### config.mk
export PLATFORM = sky130hd
export DESIGN_NAME = register_read_controller
export DESIGN_NICKNAME = d
export VERILOG_FILES = /design/src/rtl/vTPU_pkg.sv /design/src/rtl/reg_byte_tx.sv /design/src/rtl/register_read_controller.sv
export SDC_FILE = /design/constraint.sdc
export NUM_CORES = 1
export LEC_CHECK = 0
export ABC_AREA = 1
export CORE_MARGIN = 2
export CORE_UTILIZATION = 40
export DETAILED_ROUTE_END_ITERATION = 8
export PLACE_DENSITY = 0.71
export REMOVE_ABC_BUFFERS = 1
export SLEW_MARGIN = 30
export SYNTH_ARGS = -nofsm -noshare
export SYNTH_HDL_FRONTEND = slang
export SYNTH_HIERARCHICAL = 1
export SYNTH_SLANG_ARGS = --single-unit
export TNS_END_PERCENT = 10
### constraint.sdc
create_clock -name clk -period 1.68 [get_ports clk]
set_input_delay 0.42 -clock clk [delete_from_list [all_inputs] [get_ports clk]]
set_output_delay 0.42 -clock clk [all_outputs]
set_load 0.02 [all_outputs]
### src/rtl/vTPU_pkg.sv
// Shared types and constants for the store-path register read controller.
// Holds register-file geometry, store opcodes, FSM state encodings and the
// byte/address payload handed to the four-phase transmitter.
package vTPU_pkg;

  localparam int unsigned NUM_REGS       = 32;
  localparam int unsigned DEF_REG_BYTES  = 16;
  localparam int unsigned DEF_META_BYTES = 4;
  localparam int unsigned DATA_W         = 8;
  localparam int unsigned MEM_ADDR_W     = 16;
  localparam int unsigned OPC_W          = 4;

  localparam logic [OPC_W-1:0] OPC_STORE_META = 4'd0;
  localparam logic [OPC_W-1:0] OPC_STORE_DATA = 4'd1;

  typedef enum logic [2:0] {
    IDLE,
    FETCH,
    WAIT,
    SEND,
    ACK_LOW,
    DONE
  } rd_state_t;

  typedef enum logic [1:0] {
    TX_IDLE,
    TX_REQ,
    TX_ACK_LOW
  } tx_state_t;

  typedef struct packed {
    logic [DATA_W-1:0]     data;
    logic [MEM_ADDR_W-1:0] address;
  } tx_payload_t;

endpackage

### src/rtl/reg_byte_tx.sv
// Four-phase req/ack byte transmitter.
// Ports: clk, rst_n; load + load_payload (byte and destination address to
// send); ack (four-phase acknowledge); data/address (held stable while req
// is high); req (four-phase request); sent_c (one-cycle pulse when ack is
// seen low after the handshake, i.e. the byte is fully delivered).
module reg_byte_tx
  import vTPU_pkg::*;
(
  input  logic                  clk,
  input  logic                  rst_n,
  input  logic                  load,
  input  tx_payload_t           load_payload,
  input  logic                  ack,
  output logic [DATA_W-1:0]     data,
  output logic [MEM_ADDR_W-1:0] address,
  output logic                  req,
  output logic                  sent_c
);

  tx_state_t state, state_nxt;
  logic      req_nxt;

  // State, request and payload holding registers.
  always_ff @(posedge clk or negedge rst_n) begin
    if (!rst_n) begin
      state   <= TX_IDLE;
      req     <= 1'b0;
      data    <= '0;
      address <= '0;
    end else begin
      state <= state_nxt;
      req   <= req_nxt;
      if (load) begin
        data    <= load_payload.data;
        address <= load_payload.address;
      end
    end
  end

  // Handshake sequencing: raise req on load, drop on ack, finish on ack low.
  always_comb begin
    state_nxt = state;
    req_nxt   = req;
    sent_c    = 1'b0;
    case (state)
      TX_IDLE: begin
        if (load) begin
          state_nxt = TX_REQ;
          req_nxt   = 1'b1;
        end
      end
      TX_REQ: begin
        if (ack) begin
          state_nxt = TX_ACK_LOW;
          req_nxt   = 1'b0;
        end
      end
      TX_ACK_LOW: begin
        if (!ack) begin
          state_nxt = TX_IDLE;
          sent_c    = 1'b1;
        end
      end
      default: begin
        state_nxt = TX_IDLE;
        req_nxt   = 1'b0;
      end
    endcase
  end

endmodule

### src/rtl/register_read_controller.sv
// Store-path register read controller: reads one register byte by byte from
// the VEGETA data file (opcode 1) or META file (opcode 0) and ships each
// byte out over a four-phase req/ack bus tagged with memory_address + index.
// Ports: instruction_ready_store/opcode_function/buffer_address/
// memory_address (store request, sampled in IDLE); read_req/read_req_meta/
// read_address/read_byte (register-file read ports); read_data/read_valid and
// read_data_meta/read_valid_meta (read returns); output_data/output_address/
// output_data_req/output_data_ack (outbound bus); store_stage_ready (IDLE),
// store_done and illegal_op (completion pulses).
module register_read_controller
  import vTPU_pkg::*;
#(
  parameter int unsigned REG_BYTES  = DEF_REG_BYTES,
  parameter int unsigned META_BYTES = DEF_META_BYTES
) (
  input  logic                         clk,
  input  logic                         rst_n,
  input  logic                         instruction_ready_store,
  input  logic [3:0]                   opcode_function,
  input  logic [$clog2(NUM_REGS)-1:0]  buffer_address,
  input  logic [15:0]                  memory_address,
  output logic                         read_req,
  output logic                         read_req_meta,
  output logic [$clog2(NUM_REGS)-1:0]  read_address,
  output logic [$clog2(REG_BYTES)-1:0] read_byte,
  input  logic [7:0]                   read_data,
  input  logic                         read_valid,
  input  logic [7:0]                   read_data_meta,
  input  logic                         read_valid_meta,
  output logic [7:0]                   output_data,
  output logic [15:0]                  output_address,
  output logic                         output_data_req,
  input  logic                         output_data_ack,
  output logic                         store_stage_ready,
  output logic                         store_done,
  output logic                         illegal_op
);

  localparam int unsigned BYTE_W = $clog2(REG_BYTES);
  localparam logic [BYTE_W-1:0] LAST_DATA = BYTE_W'(REG_BYTES - 1);
  localparam logic [BYTE_W-1:0] LAST_META = BYTE_W'(META_BYTES - 1);

  rd_state_t         state, state_nxt;
  logic [OPC_W-1:0]  opc_q;
  logic [15:0]       mem_q;
  logic              accept_c, inc_c, load_c, sent_c;
  logic              is_data_c, sel_valid_c, last_c;
  logic              read_req_nxt, read_req_meta_nxt;
  logic              store_done_nxt, illegal_op_nxt;
  tx_payload_t       payload_c;

  assign store_stage_ready = (state == IDLE);

  // Route the selected file's return; the other file's valid is ignored.
  assign is_data_c   = (opc_q == OPC_STORE_DATA);
  assign sel_valid_c = is_data_c ? read_valid : read_valid_meta;
  assign last_c      = (read_byte == (is_data_c ? LAST_DATA : LAST_META));

  always_comb begin
    payload_c.data    = is_data_c ? read_data : read_data_meta;
    payload_c.address = mem_q + 16'(read_byte);
  end

  // State, latched instruction fields, byte counter and registered strobes.
  // read_address/read_byte are the latched index and counter themselves.
  always_ff @(posedge clk or negedge rst_n) begin
    if (!rst_n) begin
      state         <= IDLE;
      opc_q         <= '0;
      mem_q         <= '0;
      read_address  <= '0;
      read_byte     <= '0;
      read_req      <= 1'b0;
      read_req_meta <= 1'b0;
      store_done    <= 1'b0;
      illegal_op    <= 1'b0;
    end else begin
      state         <= state_nxt;
      read_req      <= read_req_nxt;
      read_req_meta <= read_req_meta_nxt;
      store_done    <= store_done_nxt;
      illegal_op    <= illegal_op_nxt;
      if (accept_c) begin
        opc_q        <= opcode_function;
        mem_q        <= memory_address;
        read_address <= buffer_address;
        read_byte    <= '0;
      end else if (inc_c) begin
        read_byte <= read_byte + BYTE_W'(1);
      end
    end
  end

  // Next-state and next-output decode; strobes are set on the edge that
  // enters FETCH so they appear for exactly the FETCH cycle.
  always_comb begin
    state_nxt         = state;
    accept_c          = 1'b0;
    inc_c             = 1'b0;
    load_c            = 1'b0;
    read_req_nxt      = 1'b0;
    read_req_meta_nxt = 1'b0;
    store_done_nxt    = 1'b0;
    illegal_op_nxt    = 1'b0;
    case (state)
      IDLE: begin
        if (instruction_ready_store) begin
          accept_c = 1'b1;
          if (opcode_function == OPC_STORE_DATA ||
              opcode_function == OPC_STORE_META) begin
            state_nxt         = FETCH;
            read_req_nxt      = (opcode_function == OPC_STORE_DATA);
            read_req_meta_nxt = (opcode_function == OPC_STORE_META);
          end else begin
            state_nxt      = DONE;
            store_done_nxt = 1'b1;
            illegal_op_nxt = 1'b1;
          end
        end
      end
      FETCH: state_nxt = WAIT;
      WAIT: begin
        if (sel_valid_c) begin
          load_c    = 1'b1;
          state_nxt = SEND;
        end
      end
      SEND: begin
        if (output_data_ack) state_nxt = ACK_LOW;
      end
      ACK_LOW: begin
        if (sent_c) begin
          if (last_c) begin
            state_nxt      = DONE;
            store_done_nxt = 1'b1;
          end else begin
            inc_c             = 1'b1;
            state_nxt         = FETCH;
            read_req_nxt      = is_data_c;
            read_req_meta_nxt = !is_data_c;
          end
        end
      end
      DONE:    state_nxt = IDLE;
      default: state_nxt = IDLE;
    endcase
  end

  reg_byte_tx u_tx (
    .clk          (clk),
    .rst_n        (rst_n),
    .load         (load_c),
    .load_payload (payload_c),
    .ack          (output_data_ack),
    .data         (output_data),
    .address      (output_address),
    .req          (output_data_req),
    .sent_c       (sent_c)
  );

endmodule

## Word-level counts from Yosys, hierarchy flattened

Cells that the tools add are included.

| word-level totals | value |
|---|---|
| register bits after elaboration | 63 |
| bits of input ports | 47 |
| logic and storage cells | 85 |

| cells by class | value |
|---|---|
| add/subtract/negate cells | 2 |
| equal/unequal tests | 16 |
| muxes and demuxes | 44 |
| bitwise gates (word level) | 1 |
| reduce and logical (&&, ||, !) cells | 9 |

Operator list:

| cell | count |
|---|---|
| 1-bit two-way mux | 25 |
| 3-bit two-way mux | 6 |
| 16-bit by 4-bit adder with 16-bit output | 1 |
| 3-bit case mux with 5 select lines | 1 |
| 2-bit != test, second input constant | 7 |
| 4-bit two-way mux | 3 |
| 4-bit by 1-bit == test with 1-bit output, second input constant | 2 |
| 8-bit two-way mux | 1 |
| 3-bit by 2-bit == test with 1-bit output, second input constant | 2 |
| 2-bit two-way mux | 3 |
| 1-bit case mux with 2 select lines | 3 |
| 2-bit case mux with 3 select lines | 1 |
| 3-bit AND reduction | 2 |
| 4-bit by 1-bit adder with 4-bit output, second input constant | 1 |
| 4-bit == test | 1 |
| 4-bit zero test | 1 |
| 4-bit AND reduction | 1 |
| 3-bit by 1-bit == test with 1-bit output, second input constant | 1 |
| 3-bit == test, second input constant | 1 |
| 3-bit zero test | 1 |
| 1-bit case mux with 3 select lines | 1 |
| 2-bit by 1-bit == test with 1-bit output, second input constant | 1 |
| 2-bit == test, second input constant | 1 |
| 2-bit zero test | 1 |
| other kinds (4) | 4 |

## Longest topological paths before layout

Gate-level depths: netlist of run 1.

| depth | value |
|---|---|
| word-level depth | 8 |
| depth in mapped cells | 11 |
| mapped depth without buffers | 11 |

## Hierarchy

The synthesis of run 1 kept the hierarchy.

By module, submodules not included:

| module | instances | cells an instance | area an instance (µm²) |
|---|---|---|---|
| register_read_controller | 1 | 278 | 2154.6 |
| reg_byte_tx | 1 | 115 | 1057.3 |

## Least setup slack after synthesis of run 1

No wires, ideal clock.

| timing | value |
|---|---|
| path type | register to register |
| start | register read_byte[0] |
| end | register u_tx.address[12] |
| arrival time | 1757 ps |
| slack | -210 ps |
| stages on the path, launching flop included | 9 |
| clock period less this slack | 1890 ps |
| cell sequence | dfrtp_1 > ha_1 > inv_1 > fa_1 > o21ai_1 > nand3_1 > xnor2_1 > nand2_1 > o21ai_0 |

RTL lines:

| item | line | text |
|---|---|---|
| start: declaration | register_read_controller.sv:25 | `output logic [$clog2(REG_BYTES)-1:0] read_byte,` |
| start signal: assignment | register_read_controller.sv:89 | `read_byte <= read_byte + BYTE_W'(1);` |
| end signal: assignment | reg_byte_tx.sv:35 | `address <= load_payload.address;` |
| end: declaration | reg_byte_tx.sv:15 | `output logic [MEM_ADDR_W-1:0] address,` |

## Worst setup path in the final report of run 1

| timing | value |
|---|---|
| start | register read_byte[3] |
| end | output read_byte[3] |

No word-level cell between the ends.

==> run metrics, run 1 <==
Final ANT Viol Nets=0; critical path data required time=1.26 ns; Worst R2R End=u_tx/address[12]; initial core utilization=41.3%; I/O Buffers=85; Synth area leader=dfrtp_1; crit path kind=reg2out; largest net degree at the start of global routing=64; # diodes=0; Worst Tran Pin Value=0.320 ns; total routed wirelength=7.20 mm; CP Launch Point=read_byte[3]; Distinct cells, synth=34; WP depth=2; CP endpoint kind=output pin; sequential fraction of the synthesis area=49.1%; Multi-input gate area=0.00145 mm2; Worst path top cell family by delay=buffers and inverters; Clock Sinks=63; final hold vios=0; Placed Cells=between 500 and 600; die area=0.00876 mm2; clock buffer count from CTS=9; most frequent cell after synthesis=nand2_1; chip height=between 90 and 100 um; share of cells above drive strength 1=between 10% and 20%; CP Cell Sequence=buf_4, dlygate4sd2_1; Reg-to-Reg Start=read_byte[0]; vias in the first global route=approximately 2,800; PD cells=1570 mW/mm2; hpwl dp=roughly 5.3 mm; IO Count=between 80 and 90; minimum clock period=~1.6 ns; number of hold buffers added after CTS=0; Total GRT Usage=roughly 17%; R2R cell count=8; CP bufs+invs=2; Fmax achieved=0.611 GHz; HP Class=in2async; CTS clk-pin slew, worst paths=roughly 0.07 ns; Synth top cells by count=147 x nand2_1, 63 x dfrtp_1, 47 x inv_1; setup violators final=0; max incr delay on CP=roughly 0.41 ns; DIE WIDTH=around 94 um; clock skew=0.0103 ns; Final period util=between 90% and 100%; max-cap violation count=0; Clock Latency Late Sink=about 0.33 ns; Worst path slowest cell=dfrtp_1; initial antenna violation count=0; reg2reg setup slack=about 0.060 ns; First DRT Iteration DRCs=140; crit path capture=read_byte[3]; Data arrival, critical path=roughly 1.2 ns; core region area=a little under 0.008 mm2; Overflow after GRT=0; Ys Warns=6; flip-flop and latch count after synthesis=63; Syn Std Cell Area=between 0.003 and 0.004 mm2; CP max FO=5; VDD IR max=755 uV; post-DR vias/cell=4.74; nets@finish=about 550; Syn Inst Count=393; Post-Layout Cell Count=roughly 610; CTS tree=done; first-pass GRT wire length=between 10 and 15 mm; root buf cell=clkbuf_8; top cells by area, synth=dfrtp_1 49%, nand2_1 17%, inv_1 5.5%; GPL Wtd Cong=about 0.86; Critical Path Source Type=flip-flop; DRT Pass-1 Iters=5; Fin Setup TNS=0 ns; CTS max path bufs=2; hold slack=0.0795 ns; Max-slew headroom=~78%; FF/Latch Area=approximately 0.0016 mm2; Pins Over Slew Limit=0; Post-synth ARST share=100%; drt wl/cell=11.9 um; top cell type's share of synthesized area=49.1%; P_leak=0.00231 uW; Site Rows=32; RSZ-0062 raised after global routing=yes; routed via count=2,865; Remaining DRCs=0; Post-synth EDFFs=0; P&R area growth vs syn=41.5%; syn avg cell area=between 8 and 9 um2; filler instances=around 740; outcome=finished clean; Post-synth top flop=dfrtp_1; CTS HTree Levels=3
## how the worst min path moves through the flow
stage / endpoint / from / slack, ns
floorplan: illegal_op / rst_n / 0.12
global placement: state[1] / rst_n / 0.45
detailed placement: state[1] / rst_n / 0.46
CTS: state[1] / rst_n / 0.1
global route: state[1] / rst_n / 0.11
finish: state[1] / rst_n / 0.08
## metal layers
layer	vias to the layer above	GRT usage, %	part of all wire [%]
li1	1459	-	-
met1	1317	21.9	44
met2	69	30.0	50
met3	20	2.50	3.6
met4	0	7.61	2.4
met5	-	0	0
## cells by family after synthesis
| group | Yosys count | share of synthesized area (%) |
|---|---|---|
| fa+ha+maj | 6 | 2.57 |
| buf+inv | 61 | 8.10 |
| simple gates | 204 | 27.6 |
| compound gates | 41 | 7.09 |
| flops | 63 | 49.1 |
| mux | 8 | 2.80 |
| xor+xnor | 10 | 2.73 |
## where the power goes
| group | internal (uW) | total, uW | switching (uW) |
|---|---|---|---|
| clock network | 833 | 1390 | 559 |
| registers | 2160 | 2610 | 449 |
| logic | 1310 | 3140 | 1830 |
| total | 4300 | 7140 | 2840 |
## metrics by stage
step / setup slack [ns] / total power, uW / utilization, % / area [um2]
6_report: 0.0445 / 7140 / 58.5 / 4540
5_1_grt: -0.0512 / 7710 / 58.5 / 4540
4_1_cts: -0.00399 / 7180 / 58.0 / 4510
3_5_place_dp: -0.151 / 6030 / 55.8 / 4340
3_3_place_gp: -0.0423 / 5920 / 55.8 / 4340
2_1_floorplan: -2.02 / 4460 / - / 3140
## cell type report
cell class,instances,share of cell area (%)
inverters,49,4.05
well taps,102,2.81
flip-flops and latches,63,34.7
multi-input cells,269,32.0
clock buffers,12,2.97
repair buffers,106,21.9
clock inverters,4,1.54
## sequential cells by signal, indices dropped and copies added, names as in the netlist, 2 cells and up
| signal | flops |
|---|---|
| u_tx/data | 8 |
| read_address | 5 |
| u_tx/address | 16 |
| state | 3 |
| read_byte | 4 |
| mem_q | 16 |
| opc_q | 4 |
| u_tx/state | 2 |
## timing repair
action | in CTS | in global routing
gates resized for setup | 45 | 10
buffers inserted | 0 | 0
setup endpoints to repair | 46 | 18
pin swaps | 1 | 3
## placed cells by master, fill, tap and decap left out, drive strengths merged
cell,count
bufinv,2
buf,23
inv,49
ha,5
nand4,6
a21boi,2
clkbuf,13
nor2,15
clkinv,2
nand2,149
dfrtp,63
o22ai,2
a21oi,3
dlygate4sd2,37
or2,1
xor2,7
xnor2,3
o21ai,33
mux2,8
nor3,6
clkdlybuf4s50,45
nand3,21
a31oi,1
fa,1
nand3b,6
Note: power is estimated with default switching activity, not from simulation.
==> run 2: changes to the inputs <==
Settings changed: CTS_CLUSTER_SIZE set to 24, SETUP_SLACK_MARGIN set to 0.3, TNS_END_PERCENT 10 to unset.
==> run 2 against run 1 <==
The flow now finishes with violations (negative setup slack). Sequential share of layout area down 6.0 points. Register-to-register slack worse by 0.11 ns. Hold slack got worse by 0.013 ns. Critical endpoint is now u_tx/address[4]. Largest cell class is now multi-input gates. First-iteration DRC count grew 9.3%. Setup slack lost 0.094 ns. Global-route usage increased by 3.1 points. Clock skew decreased by 0.0012 ns. Cell area up 21%. Cell count is 6.8% higher. Power increased by 24%. Critical path depth up 6.
==> run metrics, run 2 (synthesis results as in run 1) <==
outcome=finished with violations; failing checks=negative setup slack; Worst path top cell family by delay=adder cells; chip height=roughly 94 um; CP bufs+invs=2; max incr delay on CP=roughly 0.41 ns; First DRT Iteration DRCs=about 150; DIE WIDTH=93.6 um; most frequent cells in the layout=92 x nand2_1, 62 x dfrtp_1, 45 x clkdlybuf4s50_1; root buf cell=clkbuf_8; first-pass GRT wire length=between 10 and 15 mm; GPL Wtd Cong=~0.86; most common cell after layout, fill and taps aside=nand2_1; Overflow after GRT=0; Worst R2R End=u_tx/address[4]; initial antenna violation count=0; minimum clock period=1.73 ns; CTS clk-pin slew, worst paths=about 0.07 ns; Final ANT Viol Nets=0; Post-Layout Cell Count=approximately 650; DRT Pass-1 Iters=5; critical path data required time=1.94 ns; final hold vios=0; setup violators final=2; Final Instance Area=0.00549 mm2; Multi-input gate area=between 0.0015 and 0.002 mm2; Fmax achieved=roughly 0.58 GHz; clock buffer count from CTS=9; crit path kind=reg2reg; clock skew=around 0.0091 ns; max-cap violation count=0; Max-slew headroom=approximately three quarters; Site Rows=32; HP Class=in2async; hold slack=roughly 0.066 ns; CP Cell Sequence=ha_2, inv_2, fa_2, o21ai_4, buf_4, xor2_1, nand2_1, o21ai_1; VDD IR max=about 840 uV; Clock Sinks=63; # diodes=0; RSZ-0062 raised after global routing=yes; Place WS=-0.151 ns; I/O Buffers=85; Worst path slowest cell=fa_2; filler instances=approximately 550; total routed wirelength=10.3 mm; Total GRT Usage=between 20% and 30%; FF/Latch Area=0.00158 mm2; CTS max path bufs=2; routed via count=around 3,300; Worst Tran Pin Value=between 0.3 and 0.4 ns; initial core utilization=between 40% and 50%; Remaining DRCs=0; CP endpoint kind=flip-flop; drt wl/cell=16.0 um; Data arrival, critical path=approximately 2 ns; hpwl dp=5.26 mm; Clock Latency Late Sink=between 0.3 and 0.4 ns; DP Area=about 0.0043 mm2; R2R cell count=8; vias in the first global route=roughly 3,000; CTS tree=done; Reg-to-Reg Start=read_byte[0]; number of hold buffers added after CTS=0; biggest regs=mem_q x16, u_tx/address x16, u_tx/data x8; final core occ=70.7%; Pins Over Slew Limit=0; Final period util=103%; IO Count=between 80 and 90; PD cells=1610 mW/mm2; P_leak=0.00277 uW; P&R area growth vs syn=71.0%; reg2reg setup slack=-0.05 ns; post-DR vias/cell=~5; nets@finish=592; Critical Path Source Type=flip-flop; CP max FO=3; share of cells above drive strength 1=between 40% and 50%; core region area=0.00777 mm2; Final Worst Setup Slack=-0.0497 ns; CTS HTree Levels=3; largest net degree at the start of global routing=64; die area=a little under 0.009 mm2; Placed Cells=590
## run 2: cell count changes in the layout (fill, tap and decap cells not counted), moves of 6 or more
cell	before	now
nand2_1	146	92
o21ai_0	25	2
nand2_2	3	36
buf_2	2	35
nand2_4	0	21
nand3_2	1	8
dlygate4sd2_1	37	0
buf_6	0	22
clkbuf_16	0	6
buf_4	17	27
o21ai_2	1	20
nand3_1	20	11
## run 2: repair_timing
item	CTS	global route
pin swaps	17	67
cloned	4	8
resized for setup	210	143
setup endpoints to repair	70	68
hold endpoints to repair	0	0
buffers inserted	17	11
## run 2: where the power goes
part | leakage, uW | switching, uW | internal, uW
clock | 0.000104 | 583 | 833
sequential | 0.000796 | 510 | 2160
combinational | 0.00187 | 2580 | 2160
total | 0.00277 | 3670 | 5150
## run 2: layout make-up
class / instances / share of cell area (%)
multi-input cells: 269 / 34.5
flip-flops and latches: 63 / 28.7
repair buffers: 147 / 27.2
inverters: 49 / 3.53
clock buffers: 12 / 2.46
well taps: 102 / 2.32
clock inverters: 4 / 1.28
## run 2: layer usage
metal | vias up | GRT usage [%] | part of all wire [%]
li1 | 1541 | - | -
met1 | 1561 | 24.7 | 38
met2 | 121 | 36.7 | 54
met3 | 37 | 2.98 | 4.3
met4 | 0 | 8.57 | 3.6
met5 | - | 0 | 0
## run 2: how the worst max path moves through the flow
stage	from	to	slack [ns]	cells after the start
after global routing	read_byte[0]	u_tx/address[4]	-0.13	8
after global placement	read_valid	u_tx/state[0]	-0.04	6
after floorplan	opc_q[0]	u_tx/address[10]	-2.02	6
after detailed placement	read_valid	u_tx/state[0]	-0.15	6
final	read_byte[0]	u_tx/address[4]	-0.05	8
after CTS	read_byte[0]	u_tx/address[8]	0.07	8
## run 2: per-stage QoR
stage,setup TNS (ns),power (uW)
after CTS,0,7640
after floorplan,-51.66,4460
after detailed placement,-1.69,6030
final,-0.0627,8830
after global placement,-0.438,5920
after global routing,-0.541,9330
==> run 3: changes to the inputs <==
Settings changed: CORE_UTILIZATION 40 to 44, GPL_ROUTABILITY_DRIVEN set to 0, PLACE_DENSITY 0.71 to 0.77.
==> run 3 against run 2 <==
Power is 0.61% higher. The run still ends with negative setup slack left. First-iteration DRC count grew 77%. Clock skew down 0.0034 ns. Die area down 8.7%. Critical endpoint is now u_tx/address[8]. Core utilization up 6.5 points. Non-clock buffer count rose by 3. Maximum frequency barely moved. Routed wire length is 13% higher. Critical path depth is 1 higher. Largest power group unchanged.
==> run metrics, run 3 (synthesis results as in run 1) <==
HP Class=in2async; Final Worst Setup Slack=-0.0488 ns; CTS clk-pin slew, worst paths=approximately 0.07 ns; Final Instance Area=0.00554 mm2; hpwl dp=5.29 mm; met3 usage=between 4 and 5%; IO Count=86; Fmax achieved=just under 0.6 GHz; initial antenna violation count=0; Post-Layout Cell Count=~650; GRT met1 Usage=around 28%; PD cells=between 1500 and 2000 mW/mm2; biggest regs=mem_q x16, u_tx/address x16, u_tx/data x8; outcome=finished with violations; CP max FO=3; Final period util=103%; most frequent cells in the layout=86 x nand2_1, 62 x dfrtp_1, 45 x clkdlybuf4s50_1; most common cell after layout, fill and taps aside=nand2_1; VDD IR max=roughly 1200 uV; Worst path slowest cell=fa_2; nets@finish=between 500 and 600; Data arrival, critical path=1.97 ns; drt wl/cell=roughly 18 um; chip height=just under 90 um; First DRT Iteration DRCs=around 270; failing checks=negative setup slack; Remaining DRCs=0; clock buffer count from CTS=9; final hold vios=0; CTS max path bufs=2; Placed Cells=approximately 580; root buf cell=clkbuf_8; setup violators final=4; DP Area=approximately 0.0043 mm2; max-cap violation count=0; routed via count=around 3,500; filler instances=about 430; Fin Setup TNS=-0.0798 ns; core region area=0.00718 mm2; Max-slew headroom=around two thirds; Overflow after GRT=0; crit path kind=reg2reg; DIE WIDTH=89.4 um; Clock Latency Late Sink=0.35 ns; largest net degree at the start of global routing=64; share of cells above drive strength 1=between 40% and 50%; CP bufs+invs=2; P&R area growth vs syn=72.5%; CTS HTree Levels=3; GR Layer Usage met2=between 40% and 50%; total routed wirelength=around 12 mm; Worst path top cell family by delay=adder cells; CTS tree=done; GRT busiest layer=met2; clock skew=around 0.0057 ns; # diodes=0; Site Rows=31; Worst Tran Pin Value=between 0.4 and 0.5 ns; Place WS=-0.0889 ns; P_leak=around 0.0028 uW; DRT Pass-1 Iters=5; critical path data required time=between 1.5 and 2 ns; vias in the first global route=between 3,000 and 4,000; RSZ-0062 raised after global routing=yes; Pins Over Slew Limit=0; Clock Sinks=63; post-DR vias/cell=about 5.5; Power, Total=between 8000 and 9000 uW; max incr delay on CP=slightly above 0.4 ns; die area=approximately 0.0080 mm2; CP Cell Sequence=ha_2, inv_2, fa_2, o21ai_4, buf_4, nand2_2, xor2_1, nand2_1, o21ai_1; first-pass GRT wire length=between 10 and 15 mm; Total GRT Usage=24.2%; initial core utilization=between 40% and 50%; I/O Buffers=85; minimum clock period=roughly 1.7 ns; CP endpoint kind=flip-flop; Final ANT Viol Nets=0; Critical Path Source Type=flip-flop
## run 3: cell types whose count changed in the layout (fill, tap and decap cells not counted), moves of 4 or more
cell,change
nand2_1,-6
buf_6,+8
nand2_4,+8
inv_2,+4
## run 3: through the flow
| step | util [%] | hold slack (ns) |
|---|---|---|
| 2_1_floorplan | - | 0.124 |
| 3_3_place_gp | 59.6 | 0.456 |
| 3_5_place_dp | 59.6 | 0.458 |
| 4_1_cts | 66.5 | 0.0933 |
| 5_1_grt | 77.2 | 0.103 |
| 6_report | 77.2 | 0.0627 |
## run 3: worst reg2reg max path, cell delays in order (launching register included)
cell and delay, ns:
dfrtp_1 0.37, ha_2 0.20, inv_2 0.04, fa_2 0.41, o21ai_4 0.18, buf_4 0.13, nand2_2 0.05, xor2_1 0.14
nand2_1 0.05, o21ai_1 0.05
## run 3: final cells by class
class	instances	area (um2)	area share [%]
Timing Repair inverter	2	22.5	0.406
Multi-Input combinational cell	269	1970	35.6
Clock inverter	2	10.0	0.181
Tap cell	99	124	2.24
Sequential cell	63	1580	28.5
Timing Repair Buffer	150	1500	27.0
Inverter	49	196	3.54
Clock buffer	11	141	2.55
## run 3: report_power, final
group | leakage (uW) | switching, uW | internal (uW)
Clock | 0.0000809 | 598 | 547
Sequential | 0.000796 | 540 | 2160
Combinational | 0.00194 | 2830 | 2210
Total | 0.00282 | 3960 | 4920
## run 3: path summary, 6_finish.rpt
| path | start | end | slack [ns] | cells after the start |
|---|---|---|---|---|
| worst max-delay path | read_byte[0] | u_tx/address[8] | -0.05 | 9 |
| worst min-delay path | rst_n | u_tx/address[9] | 0.06 | 2 |
| worst min register to register | read_address[1] | read_address[1] | 0.48 | 2 |
| max in group asynchronous | rst_n | state[2] | 1.31 | 2 |
| worst max register to register | read_byte[0] | u_tx/address[8] | -0.05 | 9 |
| min in group clk | read_address[1] | read_address[1] | 0.48 | 2 |
## run 3: metal layers
metal / vias up / share of wire (%)
met2: 202 / 53
met5: - / 0
met4: 0 / 5.3
met3: 71 / 6.2
li1: 1549 / -
met1: 1695 / 36
## run 3: repair_timing
item | CTS | global route
endpoints found under the setup margin | 85 | 48
gates cloned | 6 | 6
setup buffers | 15 | 22
resized for setup | 233 | 154
pin swaps | 21 | 61
hold buffers | 0 | 0
